--- src/rtl/i2s_tx.sv ---
// i2s_tx: I2S transmit data path.
// Frames {left, right} are queued in a small FIFO and serialised MSB first
// on i2s_sdata using externally generated load/shift strobes.
// A left-slot load with an empty FIFO repeats the previous frame and pulses
// underrun.
// Optional build macro: I2S_TX_UNDERRUN_COUNT_EN enables the saturating
// underrun_count tally; without it underrun_count is tied to zero.
module i2s_tx #(
  parameter int FIFO_DEPTH = 4
) (
  input  logic                        clk,
  input  logic                        reset,
  input  logic [15:0]                 sample_left,
  input  logic [15:0]                 sample_right,
  input  logic                        sample_valid,
  output logic                        sample_ready,
  input  logic                        i2s_lrclk,
  input  logic                        i2s_data_shift_strobe,
  input  logic                        i2s_data_load_strobe,
  output logic                        i2s_sdata,
  output logic                        underrun,
  output logic [$clog2(FIFO_DEPTH):0] fifo_level,
  output logic [15:0]                 underrun_count
);

  localparam int AW = $clog2(FIFO_DEPTH);
  localparam int LW = AW + 1;

  // Frame storage: left word in [31:16], right word in [15:0].
  logic [31:0]   mem_q [FIFO_DEPTH];
  logic [AW-1:0] wr_ptr_q, wr_ptr_d;
  logic [AW-1:0] rd_ptr_q, rd_ptr_d;
  logic [LW-1:0] level_q, level_d;
  logic [31:0]   frame_q, frame_d;
  logic [15:0]   shift_q, shift_d;
  logic          underrun_q, underrun_d;

  logic        left_load;
  logic        right_load;
  logic        fifo_empty;
  logic        push;
  logic        pop;
  logic [31:0] head;

  // Handshake: a frame transfers on any rising edge where sample_valid and
  // sample_ready are both high; sample_ready depends only on the registered
  // level, never on sample_valid, and valid may be dropped at any time.
  assign sample_ready = (level_q < LW'(FIFO_DEPTH));
  assign push         = sample_valid && sample_ready;

  assign left_load  = i2s_data_load_strobe && !i2s_lrclk;
  assign right_load = i2s_data_load_strobe &&  i2s_lrclk;
  // Emptiness comes from the registered level, so a push landing in the
  // same cycle as a left load is not visible to that load.
  assign fifo_empty = (level_q == '0);
  assign pop        = left_load && !fifo_empty;
  assign head       = mem_q[rd_ptr_q];

  assign fifo_level = level_q;
  assign i2s_sdata  = shift_q[15];
  assign underrun   = underrun_q;

  // Next-state for FIFO bookkeeping, frame register and shift register.
  always_comb begin
    wr_ptr_d   = wr_ptr_q;
    rd_ptr_d   = rd_ptr_q;
    level_d    = level_q;
    frame_d    = frame_q;
    shift_d    = shift_q;
    underrun_d = 1'b0;

    if (push) wr_ptr_d = wr_ptr_q + AW'(1);
    if (pop)  rd_ptr_d = rd_ptr_q + AW'(1);

    case ({push, pop})
      2'b10:   level_d = level_q + LW'(1);
      2'b01:   level_d = level_q - LW'(1);
      default: level_d = level_q;
    endcase

    // A load always wins over a shift in the same cycle.
    if (left_load) begin
      if (!fifo_empty) begin
        frame_d = head;
        shift_d = head[31:16];
      end else begin
        shift_d    = frame_q[31:16];
        underrun_d = 1'b1;
      end
    end else if (right_load) begin
      shift_d = frame_q[15:0];
    end else if (i2s_data_shift_strobe) begin
      shift_d = {shift_q[14:0], 1'b0};
    end
  end

  // FIFO storage write; frames offered during reset are dropped.
  always_ff @(posedge clk) begin
    if (!reset && push) mem_q[wr_ptr_q] <= {sample_left, sample_right};
  end

  // State registers with synchronous reset.
  always_ff @(posedge clk) begin
    if (reset) begin
      wr_ptr_q   <= '0;
      rd_ptr_q   <= '0;
      level_q    <= '0;
      frame_q    <= '0;
      shift_q    <= '0;
      underrun_q <= 1'b0;
    end else begin
      wr_ptr_q   <= wr_ptr_d;
      rd_ptr_q   <= rd_ptr_d;
      level_q    <= level_d;
      frame_q    <= frame_d;
      shift_q    <= shift_d;
      underrun_q <= underrun_d;
    end
  end

`ifdef I2S_TX_UNDERRUN_COUNT_EN
  logic [15:0] urc_q, urc_d;

  // Saturating tally, stepped together with each underrun pulse.
  always_comb begin
    urc_d = urc_q;
    if (underrun_d && (urc_q != 16'hFFFF)) urc_d = urc_q + 16'd1;
  end

  // Tally register.
  always_ff @(posedge clk) begin
    if (reset) urc_q <= '0;
    else       urc_q <= urc_d;
  end

  assign underrun_count = urc_q;
`else
  assign underrun_count = 16'h0000;
`endif

endmodule

--- config.mk ---
export PLATFORM = sky130hd
export DESIGN_NAME = i2s_tx
export DESIGN_NICKNAME = d
export VERILOG_FILES = /design/src/rtl/i2s_tx.sv
export SDC_FILE = /design/constraint.sdc
export NUM_CORES = 1
export LEC_CHECK = 0
export ABC_AREA = 1
export CORE_ASPECT_RATIO = 1.25
export CORE_MARGIN = 2
export CORE_UTILIZATION = 58
export CTS_CLUSTER_DIAMETER = 200
export DETAILED_ROUTE_END_ITERATION = 8
export GPL_TIMING_DRIVEN = 1
export PLACE_DENSITY = 0.89
export SETUP_SLACK_MARGIN = 0.4
export SLEW_MARGIN = 20
export SYNTH_ARGS = -nofsm -noshare
export SYNTH_HDL_FRONTEND = slang
export SYNTH_SLANG_ARGS = --single-unit
--- constraint.sdc ---
create_clock -name clk -period 3.2 [get_ports clk]
set_clock_uncertainty 0.2 [all_clocks]
set_input_delay 0.48 -clock clk [delete_from_list [all_inputs] [get_ports clk]]
set_output_delay 0.48 -clock clk [all_outputs]
set_load 0.01 [all_outputs]
# After elaboration in Yosys (flattened, before gate mapping)
# Memories as Yosys holds them, arrays and structs flattened. A register that Yosys moved wholly into a read port is not among the register bits.
# Cells that the tools add are included.
[classes] bitwise_logic=2 n_eq_ne=2 add_sub_neg=4 n_reduce_logical=13 muxes=10 n_lt_le_gt_ge=1
[op_table] cell="$mux W16" count=4
[op_table] cell="$pmux W3 S2" count=1
[op_table] cell="$logic_and A1 B1 Y1" count=5
[op_table] cell="$add A2 B1 Y2 const B" count=2
[op_table] cell="$mux W2" count=2
[op_table] cell="$add A3 B1 Y3 const B" count=1
[op_table] cell="$logic_not A1 Y1" count=3
[op_table] cell="$logic_not A3 Y1" count=1
[op_table] cell="$lt A3 B3 Y1 const B" count=1
[op_table] cell="$mux W1" count=3
[op_table] cell="$reduce_bool A3 Y1" count=1
[op_table] cell="$sub A3 B1 Y3 const B" count=1
[op_table] cell="$eq A2 B1 Y1 const B" count=1
[op_table] cell="$eq A2 B2 Y1 const B" count=1
[op_table] cell="$not A1 Y1" count=2
[op_table] cell="$reduce_and A2 Y1" count=1
[op_table] cell="$reduce_bool A2 Y1" count=1
[op_table] cell="$reduce_or A2 Y1" count=1
[totals] reg_bits=56 ram_bits=128 input_bits=38 elab_cells=39 output_inout_bits=22 n_memories=1
[mem_list] name="mem_q" words=4 word_bits=32 rd=1 rd_clocked_by_memory_dff=1 wr=1 line="30" text="logic [31:0] mem_q [FIFO_DEPTH];"

# Logic depth before layout (Yosys ltp)
# Gate-level depths: netlist of run 1.
[logic_depth] word_depth=5 depth_mapped=14 mapped_depth_nobuf=12

# Worst setup path after synthesis of run 1
# OpenSTA, ideal clock, no wires.
[synth_timing] path_type="input-to-reg" start="in reset" end="mem mem_q[0][0] (enable)" path_slack_ns=0.241 path_stages=5 arrival_time_ns=2.338 required_ns=2.579 setup_ns=0.421 path_buffers=2 cell_sequence="buf_6 > inv_1 > clkbuf_2 > nand3_1 > nor2_1"
[synth_via] elab_chain_len=4
[synth_lines] element="start: declaration" line="12" text="input logic reset,"
[synth_lines] element="$logic_not A1 Y1" line="99" text="if (!reset && push) mem_q[wr_ptr_q] <= {sample_left, sample_right};"
[synth_lines] element="$logic_and A1 B1 Y1" line="99"
[synth_lines] element="$mux W1" line="99"
[synth_lines] element="$mux W1 (implied by the code)" line="99"
[synth_lines] element="end: declaration" line="30"
# Every way passes these cells.

# Worst setup path after layout of run 1
[layout_timing] start="in i2s_data_load_strobe" end="reg level_q[2] (netlist: fifo_level[2])"
[layout_via] elab_chain_len=4 elab_cells_between_ends=6 cone_classes="eq/ne (2); mux (1); reduce/logical (3)"
[layout_lines] element="start: declaration" line="19" text="input logic i2s_data_load_strobe,"
[layout_lines] element="$logic_and A1 B1 Y1 (*)" line="51" text="assign left_load = i2s_data_load_strobe && !i2s_lrclk;"
[layout_lines] element="$logic_and A1 B1 Y1 (*)" line="56" text="assign pop = left_load && !fifo_empty;"
[layout_lines] element="$eq A2 B1 Y1 or $eq A2 B2 Y1 (tied branches)" line="75" text="case ({push, pop})"
[layout_lines] element="$pmux W3 S2 or $reduce_bool A2 Y1 (tied branches)"
[layout_lines] element="end signal: assignment" line="114" text="level_q <= level_d;"
[layout_lines] element="end: declaration" line="33" text="logic [LW-1:0] level_q, level_d;"
# Mark *: on every way between the ends. The rest lies on a longest branch, timed or not.
# A chain may end at the register's enable or synchronous reset.

==> results of run 1 <==
==> layout by cell type, fill, tap and decap left out, types with 3 or more instances in the layout <==
cell and n:
nand3_1 48, a21oi_1 40, o21ai_1 7, buf_4 19
nand2_1 182, ha_1 5, edfxtp_1 128, inv_1 59
conb_1 16, dfxtp_1 57, clkbuf_16 18, o21ai_0 63
nand4_1 3, clkbuf_1 5, nor2_2 4, nor2_1 126
nand2_2 14, clkdlybuf4s50_1 43
==> metal layers <==
layer  share of wire, %  vias to the layer above  routed length [µm]  global-route usage (%)
met5                  0                        -                   0                       0
met4                3.1                        0                 503                    9.90
met3                7.7                       49                1270                    5.00
met2                 51                      304                8380                    41.5
met1                 38                     2595                6300                    28.1
li1                   -                     2683                   -                       -
==> worst min-delay path by stage <==
stage | from | to | slack [ns]
3_3_place_gp | frame_q[25] | frame_q[25] | 0.25
2_1_floorplan | frame_q[24] | frame_q[24] | 0.24
4_1_cts | frame_q[26] | frame_q[26] | 0.27
6_report | frame_q[26] | frame_q[26] | 0.27
5_1_grt | frame_q[18] | frame_q[18] | 0.29
3_5_place_dp | frame_q[17] | frame_q[17] | 0.26
==> cell usage after synthesis, drive strengths merged (3+ instances only) <==
library cell and number:
nor2 132, o21ai 70, ha 5, nand3 48
edfxtp 128, nand2 197, clkbuf 15, nand4 3
a21oi 40, inv 63, buf 43, dfxtp 58
==> cell families (layout without fill, tap and decap cells) <==
logic type	after synthesis	count (layout)	share of synthesized area, %
xor+xnor	1	1	0.112
flops	186	186	63.9
simple gates	381	381	20.0
compound gates	110	110	7.02
other cells	1	16	0.0478
buf+inv	121	157	7.92
fa+ha+maj	6	6	1.05
==> final cells by class <==
cell class | instances | area (µm²) | area share (%)
Clock inverter | 7 | 42.5 | 0.480
Timing Repair Buffer | 62 | 573 | 6.47
Clock buffer | 25 | 497 | 5.61
Sequential cell | 186 | 5010 | 56.5
Inverter | 63 | 246 | 2.78
Tap cell | 171 | 214 | 2.42
Multi-Input combinational cell | 514 | 2280 | 25.7
==> worst min-delay path: cells and delay by family (launching register included) <==
family | cells | cell delay, ns
AND/OR/NAND/NOR | 1 | 0.06
flip-flops | 1 | 0.31
AO/OA/AOI/OAI | 1 | 0.06
==> sequential cells by signal, indices dropped and copies added, names as in the netlist, named ones only <==
register    cells
mem_q         128
fifo_level      3
frame_q        32
shift_q        16
rd_ptr_q        2
underrun        1
wr_ptr_q        2
==> power groups by stage <==
stage | clock (W) | combinational [W] | sequential (W)
final | 0.00191 | 0.000633 | 0.00276
after CTS | 0.00191 | 0.000631 | 0.00276
after floorplan | 0 | 0.000447 | 0.00280
after detailed placement | 0 | 0.000622 | 0.00281
after global placement | 0 | 0.000599 | 0.00281
after global routing | 0.00202 | 0.000705 | 0.00277
==> stage by stage <==
step	setup slack, ns	utilization [%]	power, W	hold WS (ns)	area, µm²
after floorplan	0.241	-	0.00325	0.241	7890
after global placement	0.361	62.9	0.00340	0.254	8320
after detailed placement	0.323	62.9	0.00343	0.257	8320
after CTS	0.762	66.9	0.00530	0.273	8860
after global routing	0.657	66.9	0.00549	0.293	8860
final	0.765	66.9	0.00530	0.268	8860
==> flow_summary.ini, run 1 <==
[status]
status = finished with violations
violations = design-rule violations

[synth]
synth_largest_area_cell = edfxtp_1
synth-edff-count = 128
async_flop_share_pct = 0
ys_types = 30
ys_seq_area_share_pct = 63.9
netlist_instances = 806
synth_seq_cells = 186
synth.area.top_cells = edfxtp_1, dfxtp_1, nand2_1
synth_top_area_share_pct = 49.0
yosysWarnings = 0
synthesis.area_um2 = 7840
ys.flop_type = edfxtp_1
synth.avg_cell_area_um2 = 9.72

[pwr]
combPwrFrac_pct = 11.9
power_density_nw_per_um2 = 599
seqPwrFrac_pct = 52.1
p_leak_nw = 3.49
switching_share_pct = 24.7
vdd_drop_max_uv = 425
p_int_w = 0.00399
power.switching_w = 0.00131
p_clk_share_pct = 36.0

[place]
placedCellCount = 996
io_buffers = 43
dp_hpwl_um = 10000
place.gp.congestion = 0.944

[die]
die_w_um = 108
rows = 47
dieHeight_um = 134
start_util_pct = 59.2
coreArea_um2 = 13200
ioPinCount = 60
dieArea_um2 = 14500

[critical_path]
worstPathCellList = clkdlybuf4s50_1 > inv_4 > nor2_8 > nand2_4 > inv_8 > ha_1 > inv_1 > fa_1 > nand2_1 > nand3_1 > o21ai_0 > a21oi_1
worst_path_max_delay_cell = clkdlybuf4s50_1
worst_setup_path_start_kind = input pin
r2r_end = fifo_level[2]
worst_r2r_path_depth = 11
crit_required_ns = 3.31
r2r_slack_ns = 0.94
worst-setup-path-type = in2reg
critical_path_depth = 12
cpLargestDelayFamily = buffers and inverters
crit_arrival_ns = 2.54
cp_slowest_stage_delay_ns = 0.54
startpoint = i2s_data_load_strobe
critPathBufInv = 4
endpoint = fifo_level[2]
worstSetupEndpointType = flop
worstReg2RegStart = fifo_level[0]
worst-path-max-fanout = 18

[grt]
overflow = 0
grt_pass1_vias = 5386
grt_use_total_pct = 23.7
grt_pass1_wl_um = 26100
grt_max_degree = 65
antenna_found_initial = 0

[clock_tree]
worstSkewPairLatency_ns = 0.42
cts_buffer_depth = 2
cts_root_buffer = clkbuf_16
postCtsSetupBuffers = 0
h-tree-depth = 4
tritoncts = built
clock_sinks = 186
cts-buffers-inserted = 17
clk_pin_slew_ns = 0.07
cts-resized-gates = 0
hold_buffers = 0

[flow_run]
max_cap_violations = 0

[layout]
num-nets-final = 888
fillers = 925
antenna_cells = 0
fin_cells = 1028
layout-drive-gt1-share_pct = 8.17
syn2layout_area_growth_pct = 13.0

[timing]
slew_viol_final = 0
slew_headroom_pct = 41.2
hold_violations = 0
tightestPinTransition_ns = 0.880
fin_tns_setup_ns = 0
min_period_ns = 2.43
rsz0062_at_grt = false
setup_viol = 0
max_clock_freq_mhz = 411
timing.final.crit_share_pct = 76.1

[drt]
via_per_inst = 5.48
ant_nets = 0
drc = 2
vias = 5631
drt_first_pass_iters = 7
drt-initial-drc-count = 501
routed_wl_um = 16500
wire_per_inst_um = 16.0

[hold_path]
hold_path.class = reg2reg
whs_path_depth = 2
Note: power is estimated with default switching activity, not from simulation.
==> run 2, diff against run 1 <==
Clock period 3.2 ns to 2.4 ns, I/O delays scaled along.
==> run 2 against run 1 <==
The flow now finishes without violations. Power rose by 37%. Sequential share of layout area is 1.2 points lower. Count of clock-buffer cells in the layout down 6. Utilization is 1.5 points higher. Worst setup slack worse by 0.27 ns. Global-route usage up 1.1 points. Via count rose by 1.4%. Largest cell class unchanged.
==> flow_summary.ini, run 2 (synthesized netlist as in run 1, its figures left out) <==
[grt]
grt_max_degree = 44
grt_pass1_wl_um = 27100
grt_use_total_pct = 24.7
antenna_found_initial = 0
overflow = 0
grt_pass1_vias = 5686

[critical_path]
crit_arrival_ns = 1.34
r2r_end = fifo_level[2]
worstSetupEndpointType = primary output
worstPathCellList = clkdlybuf4s50_1
worst_r2r_path_depth = 12
endpoint = fifo_level[0]
critical_path_depth = 1
startpoint = fifo_level[0]
worst_path_max_delay_cell = clkdlybuf4s50_1
critPathBufInv = 1
cp_slowest_stage_delay_ns = 0.53
crit_required_ns = 1.84
r2r_slack_ns = 0.57
worst-path-max-fanout = 5
worstReg2RegStart = fifo_level[2]
cpLargestDelayFamily = buffers and inverters
worst-setup-path-type = reg2out
worst_setup_path_start_kind = flop

[pwr]
vdd_drop_max_uv = 505
p_leak_nw = 3.58
power_density_nw_per_um2 = 804

[drt]
wire_per_inst_um = 16.5
routed_wl_um = 17100
via_per_inst = 5.53
drt_first_pass_iters = 7
drt-initial-drc-count = 577
ant_nets = 0
vias = 5711
drc = 0

[layout]
antenna_cells = 0
fin_util_pct = 68.5
mostFrequentLayoutCells = nand2_1, edfxtp_1, nor2_1, o21ai_0, inv_1
final_common_cell = nand2_1
largest_register_ff_count = 128
layout-drive-gt1-share_pct = 9.76
largestRegisters = mem_q: 128 flops, frame_q: 32 flops, shift_q: 16 flops
regMostFlops = mem_q
syn2layout_area_growth_pct = 15.6
fin_cells = 1032
fin_area_um2 = 9060
num-nets-final = 892

[place]
place_area_um2 = 8470
place.gp.congestion = 0.867
placedCellCount = 999
dp_hpwl_um = 9870
io_buffers = 43

[hold_path]
hold_path.class = reg2reg

[die]
dieArea_um2 = 14500
coreArea_um2 = 13200
dieHeight_um = 134
die_w_um = 108
ioPinCount = 60
start_util_pct = 59.2
rows = 47

[clock_tree]
h-tree-depth = 4
tritoncts = built
cts_buffer_depth = 2
clk_pin_slew_ns = 0.07
clock_sinks = 186
worstSkewPairLatency_ns = 0.43
hold_buffers = 0
cts-buffers-inserted = 17
cts_root_buffer = clkbuf_16

[timing]
hold_violations = 0
slew_viol_final = 0
min_period_ns = 1.90
rsz0062_at_grt = false
max_clock_freq_mhz = 525
fin_tns_setup_ns = 0
timing.final.crit_share_pct = 79.4
setup_viol = 0

[status]
status = complete, no violations

[flow_run]
max_cap_violations = 0
## run 2: cell types whose count changed in the layout (fill, tap and decap cells not counted), sizes merged, moves of 2 or more
cell,change
buf,+4
bufinv,+2
clkbuf,-6
clkdlybuf4s50,-3
clkinv,+3
dlymetal6s2s,+2
inv,+2
## run 2: what timing repair did
item	in CTS	in global routing
gates resized for setup	4	7
setup endpoints to repair	3	1
pin swaps	0	1
setup buffers	0	1
## run 2: where the power goes
group / leakage (nW) / switching, W / internal (W) / total [W]
clock: 0.274 / 0.00116 / 0.00152 / 0.00268
sequential: 1.64 / 0.0000909 / 0.00360 / 0.00369
combinational: 1.66 / 0.000587 / 0.000328 / 0.000915
## run 2: worst min-delay path by stage
| stage | start | to | cells past startpoint |
|---|---|---|---|
| 3_5_place_dp | frame_q[25] | frame_q[25] | 2 |
| 3_3_place_gp | frame_q[24] | frame_q[24] | 2 |
| 2_1_floorplan | frame_q[24] | frame_q[24] | 2 |
| 5_1_grt | frame_q[17] | frame_q[17] | 2 |
| 6_report | frame_q[17] | frame_q[17] | 2 |
| 4_1_cts | frame_q[17] | frame_q[17] | 2 |
## run 2: final cells by class
type / instances / area, µm²
Clock inverter: 13 / 125
Multi-Input combinational cell: 514 / 2330
Fill cell: 894 / 4170
Sequential cell: 186 / 5010
Tap cell: 171 / 214
Timing Repair Buffer: 66 / 694
Clock buffer: 19 / 433
Inverter: 63 / 254
## run 2: per-stage QoR
step / worst slack [ns] / power, W / hold WS [ns]
global placement: 0.0106 / 0.00459 / 0.251
finish: 0.495 / 0.00729 / 0.266
floorplan: 0.311 / 0.00434 / 0.241
detailed placement: -0.0407 / 0.00463 / 0.258
global route: 0.411 / 0.00754 / 0.281
CTS: 0.408 / 0.00728 / 0.268
## run 2: routing by layer
layer	wire length [µm]	up-vias	track usage (%)
li1	-	2684	-
met1	6440	2663	28.7
met2	8880	307	42.8
met3	1100	57	5.00
met4	636	0	13.2
met5	0	-	0
==> run 3, diff against run 2 <==
Settings changed: CORE_UTILIZATION 58 to 52, PLACE_DENSITY 0.89 to 0.85.
Clock period 2.4 ns to 1.6 ns, I/O delays scaled along.
==> run 3 against run 2 <==
The run now ends with negative setup slack left. Sequential power grew 50%. Global-route usage is 1.4 points higher. Via count is 14% higher. Cell count increased by 6.6%. Combinational power grew to 2.6 times the previous value. Non-clock buffer count increased by 57. Power up 72%. Cell area is 17% higher. Flip-flop and latch count unchanged. Wire length rose by 37%.
==> flow_summary.ini, run 3 (synthesized netlist as in run 1, its figures left out) <==
[timing]
setup_viol = 150
tightestPinTransition_ns = 0.698
hold_violations = 0
fin_ws_ns = -0.155
timing.final.crit_share_pct = 110
rsz0062_at_grt = true
slew_headroom_pct = 53.0
max_clock_freq_mhz = 570
min_period_ns = 1.76
slew_viol_final = 0

[place]
dp_hpwl_um = 10100
place.gp.congestion = 0.889
io_buffers = 43
place_area_um2 = 8640

[critical_path]
worst_setup_path_start_kind = flop
worstReg2RegStart = fifo_level[2]
worst-setup-path-type = reg2reg
crit_arrival_ns = 1.70
crit_required_ns = 1.54
worstSetupEndpointType = flop
startpoint = fifo_level[2]
worst-path-max-fanout = 16

[grt]
grt_use_met2_pct = 43.7
antenna_found_initial = 0
grt_max_degree = 39
grt_busiest_layer = met2
grt_pass1_wl_um = 31500
overflow = 0
grt_util_met1_pct = 29.7
grt_use_total_pct = 26.1
grt_pass1_vias = 6060
use_met3_pct = 6.66

[layout]
fillers = 876
fin_util_pct = 71.0
syn2layout_area_growth_pct = 34.8
layout-drive-gt1-share_pct = 23.2
final_common_cell = nand2_1
antenna_cells = 0
num-nets-final = 949
fin_area_um2 = 10600
largestRegisters = mem_q: 128 flops, frame_q: 32 flops, shift_q: 16 flops
regMostFlops = mem_q
mostFrequentLayoutCells = nand2_1, edfxtp_1, nor2_1, inv_1, dfxtp_1
largest_register_ff_count = 128

[pwr]
p_leak_nw = 4.20
power_density_nw_per_um2 = 1190
vdd_drop_max_uv = 827

[die]
ioPinCount = 60
dieHeight_um = 141
coreArea_um2 = 14900
dieArea_um2 = 16100
rows = 50
start_util_pct = 52.6
die_w_um = 114

[clock_tree]
clk_pin_slew_ns = 0.07
cts_buffer_depth = 2
cts_root_buffer = clkbuf_16
worstSkewPairLatency_ns = 0.45
clock_sinks = 186
h-tree-depth = 4
cts-buffers-inserted = 17
tritoncts = built

[drt]
routed_wl_um = 23400
vias = 6485
wire_per_inst_um = 21.3
ant_nets = 0
drt-initial-drc-count = 884
drc = 0
via_per_inst = 5.90
drt_first_pass_iters = 8

[hold_path]
min_from = sample_right[5]
hold_path.class = in2reg

[status]
violations = negative setup slack
status = finished with violations

[flow_run]
max_cap_violations = 0
run 3: changes by cell type in the layout (fill, tap and decap cells not counted), sizes merged, moves of 3 or more:
cell           delta
clkinv            -3
clkbuf            +5
bufinv            +3
buf              +60
clkdlybuf4s50     -4
run 3: worst paths after layout:
kind,slack (ns),cells after the start,to
max reg2reg,-0.16,6,mem_q[1][27]
min reg2reg,0.28,2,frame_q[29]
max,-0.16,6,mem_q[1][27]
min,0.23,1,mem_q[1][5]
run 3: what timing repair did:
| action | in CTS | in global routing |
|---|---|---|
| gates resized for setup | 72 | 115 |
| buffers inserted | 18 | 10 |
| pin swaps | 9 | 28 |
| hold buffers | 0 | 0 |
| gates cloned | 12 | 4 |
| setup endpoints to repair | 192 | 192 |
run 3: where the power goes:
group,switching [W],internal [W]
combinational,0.00133,0.00102
sequential,0.000145,0.00541
clock,0.00184,0.00282
run 3: through the flow:
step	total power, W	TNS [ns]	hold WS (ns)	instances	setup slack [ns]
after floorplan	0.00655	-44.49	0.139	821	-0.363
after global placement	0.00701	-79.11	0.253	1024	-0.695
after detailed placement	0.00706	-84.92	0.257	1024	-0.760
after CTS	0.0119	-6.88	0.226	1086	-0.139
after global routing	0.0129	-19.90	0.230	1100	-0.219
final	0.0126	-14.66	0.234	1100	-0.155
run 3: critical path, stage by stage, from the launching register on:
cell	delay (ns)
dfxtp_2	0.34
inv_4	0.10
buf_6	0.11
nand3_4	0.10
buf_12	0.16
nor2_4	0.22
buf_12	0.21
run 3: layout make-up:
class / count / area, µm² / area share (%)
repair buffers: 123 / 1680 / 15.9
clock buffers: 21 / 450 / 4.26
well taps: 182 / 228 / 2.16
clock inverters: 11 / 193 / 1.82
multi-input cells: 514 / 2740 / 26.0
flip-flops and latches: 186 / 5020 / 47.5
inverters: 63 / 256 / 2.43
run 3: per-layer routing:
layer / part of all wire [%] / vias to the layer above
li1: - / 2814
met5: 0 / -
met1: 34 / 3023
met2: 49 / 505
met3: 10 / 143
met4: 7.5 / 0
